File: config.mk
export PLATFORM = sky130hd
export DESIGN_NAME = uart_tx_fifo_flat
export DESIGN_NICKNAME = d
export VERILOG_FILES = /design/src/rtl/uart_tx_fifo_if.sv /design/src/rtl/uart_tx_fifo.sv /design/src/flat_wrapper.sv
export SDC_FILE = /design/constraint.sdc
export NUM_CORES = 1
export LEC_CHECK = 0
export CAP_MARGIN = 20
export CORE_ASPECT_RATIO = 1.5
export CORE_MARGIN = 2
export CORE_UTILIZATION = 50
export DETAILED_ROUTE_END_ITERATION = 10
export PLACE_DENSITY_LB_ADDON = 0.15
export SYNTH_ARGS = -nofsm -noshare
export SYNTH_HDL_FRONTEND = slang
export SYNTH_SLANG_ARGS = --single-unit
File: constraint.sdc
create_clock -name clk -period 3 [get_ports clk]
set_input_delay 0.6 -clock clk [delete_from_list [all_inputs] [get_ports clk]]
set_output_delay 0.6 -clock clk [all_outputs]
set_load 0.02 [all_outputs]
File: src/rtl/uart_tx_fifo_if.sv
// Host/transmitter-side bundle of the UART transmit FIFO.
// The master drives the strobes and write data; the slave is the FIFO itself.
interface uart_tx_fifo_if #(
    parameter int WIDTH      = 8,
    parameter int ADDR_WIDTH = 4
);
    logic                  fifo_write_n;
    logic [WIDTH-1:0]      data_in;
    logic                  fifo_read_n;
    logic                  clr_err;
    logic [WIDTH-1:0]      data_out;
    logic                  fifo_empty;
    logic                  fifo_full;
    logic [ADDR_WIDTH:0]   count;
    logic                  overflow;
    logic                  underflow;

    modport master (
        output fifo_write_n, data_in, fifo_read_n, clr_err,
        input  data_out, fifo_empty, fifo_full, count, overflow, underflow
    );

    modport slave (
        input  fifo_write_n, data_in, fifo_read_n, clr_err,
        output data_out, fifo_empty, fifo_full, count, overflow, underflow
    );
endinterface

File: src/rtl/uart_tx_fifo.sv
// Single-clock, non-fall-through byte FIFO in front of the UART transmitter.
// All outputs are registered; occupancy is tracked by a counter, not pointer compare.
module uart_tx_fifo #(
    parameter int WIDTH      = 8,
    parameter int DEPTH      = 16,
    parameter int ADDR_WIDTH = 4
) (
    input  logic            clk,
    input  logic            reset,
    uart_tx_fifo_if.slave   fif
);

    localparam logic [ADDR_WIDTH:0] FULL_CNT = (ADDR_WIDTH+1)'(DEPTH);

    logic [WIDTH-1:0]      mem [DEPTH];
    logic [ADDR_WIDTH-1:0] wr_ptr;
    logic [ADDR_WIDTH-1:0] rd_ptr;
    logic [ADDR_WIDTH:0]   count_q;
    logic [ADDR_WIDTH:0]   count_nxt;
    logic                  empty_q;
    logic                  full_q;
    logic [WIDTH-1:0]      dout_p1;
    logic                  ovf_q;
    logic                  udf_q;

    logic rd_acc;
    logic wr_acc;
    logic ovf_evt;
    logic udf_evt;

    // A write into a full FIFO still succeeds when a read frees a slot in the same cycle.
    always_comb begin
        rd_acc    = !fif.fifo_read_n && !empty_q;
        wr_acc    = !fif.fifo_write_n && (!full_q || rd_acc);
        ovf_evt   = !fif.fifo_write_n && !wr_acc;
        udf_evt   = !fif.fifo_read_n && empty_q;
        count_nxt = count_q;
        case ({wr_acc, rd_acc})
            2'b10:   count_nxt = count_q + 1'b1;
            2'b01:   count_nxt = count_q - 1'b1;
            default: count_nxt = count_q;
        endcase
    end

    // Storage is not reset; its contents are meaningless while count is zero.
    always_ff @(posedge clk) begin
        if (wr_acc) begin
            mem[wr_ptr] <= fif.data_in;
        end
    end

    always_ff @(posedge clk or posedge reset) begin
        if (reset) begin
            wr_ptr  <= '0;
            rd_ptr  <= '0;
            count_q <= '0;
            empty_q <= 1'b1;
            full_q  <= 1'b0;
            dout_p1 <= '0;
            ovf_q   <= 1'b0;
            udf_q   <= 1'b0;
        end else begin
            if (wr_acc) begin
                wr_ptr <= wr_ptr + 1'b1;
            end
            if (rd_acc) begin
                rd_ptr  <= rd_ptr + 1'b1;
                dout_p1 <= mem[rd_ptr];
            end
            count_q <= count_nxt;
            empty_q <= (count_nxt == '0);
            full_q  <= (count_nxt == FULL_CNT);
            // A fresh error outranks a simultaneous clear.
            if (ovf_evt) begin
                ovf_q <= 1'b1;
            end else if (fif.clr_err) begin
                ovf_q <= 1'b0;
            end
            if (udf_evt) begin
                udf_q <= 1'b1;
            end else if (fif.clr_err) begin
                udf_q <= 1'b0;
            end
        end
    end

    assign fif.data_out   = dout_p1;
    assign fif.fifo_empty = empty_q;
    assign fif.fifo_full  = full_q;
    assign fif.count      = count_q;
    assign fif.overflow   = ovf_q;
    assign fif.underflow  = udf_q;

endmodule

File: src/flat_wrapper.sv
// flat-port wrapper written by rule: the top's interface ports become plain ports
module uart_tx_fifo_flat 
#(
    parameter int WIDTH      = 8,
    parameter int DEPTH      = 16,
    parameter int ADDR_WIDTH = 4
)
  (clk, reset, fif_fifo_write_n, fif_data_in, fif_fifo_read_n, fif_clr_err, fif_data_out, fif_fifo_empty, fif_fifo_full, fif_count, fif_overflow, fif_underflow);
  uart_tx_fifo_if #(.WIDTH(WIDTH), .ADDR_WIDTH(ADDR_WIDTH)) fif_i ();
  input  logic clk;
  input  logic reset;
  input wire logic [$bits(fif_i.fifo_write_n)-1:0] fif_fifo_write_n;
  input wire logic [$bits(fif_i.data_in)-1:0] fif_data_in;
  input wire logic [$bits(fif_i.fifo_read_n)-1:0] fif_fifo_read_n;
  input wire logic [$bits(fif_i.clr_err)-1:0] fif_clr_err;
  output wire logic [$bits(fif_i.data_out)-1:0] fif_data_out;
  output wire logic [$bits(fif_i.fifo_empty)-1:0] fif_fifo_empty;
  output wire logic [$bits(fif_i.fifo_full)-1:0] fif_fifo_full;
  output wire logic [$bits(fif_i.count)-1:0] fif_count;
  output wire logic [$bits(fif_i.overflow)-1:0] fif_overflow;
  output wire logic [$bits(fif_i.underflow)-1:0] fif_underflow;
  assign fif_i.fifo_write_n = fif_fifo_write_n;
  assign fif_i.data_in = fif_data_in;
  assign fif_i.fifo_read_n = fif_fifo_read_n;
  assign fif_i.clr_err = fif_clr_err;
  assign fif_data_out = fif_i.data_out;
  assign fif_fifo_empty = fif_i.fifo_empty;
  assign fif_fifo_full = fif_i.fifo_full;
  assign fif_count = fif_i.count;
  assign fif_overflow = fif_i.overflow;
  assign fif_underflow = fif_i.underflow;
  uart_tx_fifo #(.WIDTH(WIDTH), .DEPTH(DEPTH), .ADDR_WIDTH(ADDR_WIDTH)) u_core (.clk(clk), .reset(reset), .fif(fif_i));
endmodule
==> flow_summary.toml <==
[layout]
syn2layout_area_growth_pct = 19.1
insertedDiodeCount = 0
drive_gt1_share_pct = 20.0
finalNetCount = 458
post-route-util_pct = 60.4

[sta]
setup_viol = 0
max_slew_margin_pct = 39.2
worst_pin_slew_ns = 0.912
slew_violations = 0
hold_viol = 0
rsz0062_at_grt = "no"
maxClockFrequency_mhz = 358
period_share_pct = 93.2
finalCriticalPeriod_ns = 2.80
finClkSkew_ns = 0.0101

[cts]
cts_buffers = 17
clockRootBuffer = "clkbuf_16"
cts_resized = 0
cts_tree = "built"
clock_sinks = 153
clockBufferDepth = 2
post_cts_buffers = 0
cts.clk_slew.worst_paths_ns = 0.06
holdBufCountCts = 0
cts_max_level = 4
clk_latency_ns = 0.42

[setup_path]
critPathTopFamily = "compound AO/OA/AOI/OAI gates"
worst-path-buf-inv = 2
end_kind = "register"
cp_slowest_stage_delay_ns = 0.42
cp_data_required_time_ns = 3.35
worstPathCellList = "clkdlybuf4s50_1 > or2_1 > a21oi_2 > inv_1 > ha_1 > xor2_1 > ha_1 > a21oi_1 > mux2i_1 > xnor2_1 > a311o_1 > nor2b_1"
path_common_cell = "ha_1"
r2r_start = "u_core.fif.fifo_empty"
crit_type = "input pin to register"
start_kind = "input pin"
cp_max_fo = 8
cp_data_arrival_time_ns = 3.14
critPathLaunch = "fif_fifo_read_n"
cp_slowest_cell = "clkdlybuf4s50_1"

[run]
cap_violations = 0

[die]
core_area_um2 = 12300
fp.dieH_um = 141
rows = 50
io_pins = 30
die_width_um = 95.3
die_area_um2 = 13400
start_util_pct = 50.7

[hold_path]
min-delay-start = "u_core.rd_ptr[3]"
hp-class = "register to register"

[place]
io_buffers = 29
dpl.hpwl_um = 7840
gp_congestion = 0.751

[route]
dr.pass1.iters = 4
wl_per_cell_um = 20.1
vias = 3380
wl_um = 12200
ant_nets = 0
vias_per_cell = 5.59
drt_iter0_markers = 210
drc = 0

[logic_synthesis]
synth-seq-cells = 153
syn_nets = 398
syn_area_per_cell_um2 = 16.6
ys_top_cells_by_area = "edfxtp_1 (61%), dfrtp_1 (9.6%), mux4_2 (5.8%)"
yosysMostFrequentCell = "edfxtp_1"
ys_top_cells_by_count = "edfxtp_1 (128), nor2_1 (25), dfrtp_1 (24)"
synth_top_cell_by_area = "edfxtp_1"
syn_inst = 376
syn_area_um2 = 6250
yosysSeqAreaShare_pct = 71.5
synth_cell_type_count = 38
synth_ff_type = "edfxtp_1"
synth-edff-count = 128
ys_async_sr_fraction_pct = 16.3
yosysTopAreaCellShare_pct = 61.5
yosys_warnings = 0

[grt]
grt_usage_pct = 20.1
grt_pass1_vias = 3463
grt_max_degree = 52
antenna_found_initial = 0
grt_pass1_wl_um = 19100
grt_overflow = 0

[power]
p_total_w = 0.00718
swShare_pct = 31.7
seq_power_share_pct = 41.2
clkPwrFrac_pct = 27.1
combPwrFrac_pct = 31.8
p_switching_w = 0.00228
p_int_w = 0.00490
p_per_area_nw_per_um2 = 964
p_leak_nw = 2.60
vdd_ir_drop_max_mv = 0.524

[status]
status = "finished clean"
[placed cells by master (no fill, tap or decap), types with 9 or more instances in the layout]
cell / count
edfxtp_1: 128
buf_4: 32
clkdlybuf4s50_1: 29
nor2_1: 25
dfrtp_1: 23
o22ai_1: 18
mux2i_1: 17
clkbuf_16: 17
mux2_1: 16
mux4_2: 16
nand2_1: 12
nor3_1: 12
mux2_2: 10
xnor2_1: 10
a21oi_1: 9
ha_1: 9
[logic make-up (layout without fill, tap and decap cells)]
logic type	Yosys count	count (layout)	synth area share [%]
DFF	153	153	71.5
and+or+nand+nor	63	63	4.88
muxes	59	59	13.2
AOI/OAI and AO/OA	51	51	5.08
buffers and inverters	29	102	1.90
xor gates and xnor gates	12	12	1.68
adders and majority gates	9	9	1.80
[through the flow]
stage | hold WS (ns) | setup slack (ns) | cells | instance area [um2] | setup TNS, ns
after floorplan | 0.459 | 0.0257 | 376 | 6250 | 0
after global placement | 0.484 | -0.144 | 573 | 6910 | -0.275
after detailed placement | 0.502 | -0.232 | 573 | 6910 | -0.428
after CTS | 0.511 | 0.214 | 605 | 7450 | 0
after global routing | 0.543 | 0.00126 | 605 | 7450 | 0
final | 0.506 | 0.205 | 605 | 7450 | 0
[worst paths after layout]
path                                                to  depth (start not counted)  slack (ns)
worst max register to register    u_core.fif.fifo_full                         11        0.41
worst max-delay path              u_core.fif.fifo_full                         12        0.20
worst min register to register        u_core.rd_ptr[3]                          1        0.51
max in group asynchronous       u_core.fif.data_out[4]                          3        1.79
worst min-delay path                  u_core.rd_ptr[3]                          1        0.51
min in group asynchronous          u_core.fif.count[4]                          2        0.59
[flip-flops by register name (all words and copies together), names as in the netlist]
signal                 count
u_core.fif.overflow        1
u_core.fif.count           5
u_core.fif.fifo_empty      1
u_core.fif.fifo_full       1
u_core.rd_ptr              4
u_core.fif.data_out        8
u_core.mem               128
u_core.wr_ptr              4
u_core.fif.underflow       1
[layer usage]
layer	vias to the layer above	part of all wire, %	global-route usage [%]
met1	1723	41	24.8
met4	0	1.6	7.17
met3	16	3.2	4.49
met5	-	0	0
li1	1573	-	-
met2	68	54	34.4
[power groups by stage]
stage | Sequential, W | Clock, W | Combinational, W
global placement | 0.00299 | 0 | 0.00226
floorplan | 0.00295 | 0 | 0.00154
CTS | 0.00296 | 0.00196 | 0.00231
detailed placement | 0.00300 | 0 | 0.00230
global route | 0.00300 | 0.00206 | 0.00248
finish | 0.00296 | 0.00194 | 0.00228
[area by class of cell]
type,instances,area [um2]
inverters,8,30.0
fillers,904,4880
clock buffers,19,433
clock inverters,13,104
flip-flops and latches,153,4470
repair buffers,62,551
multi-input cells,194,1660
well taps,156,195
Note: power is estimated with default switching activity, not from simulation.
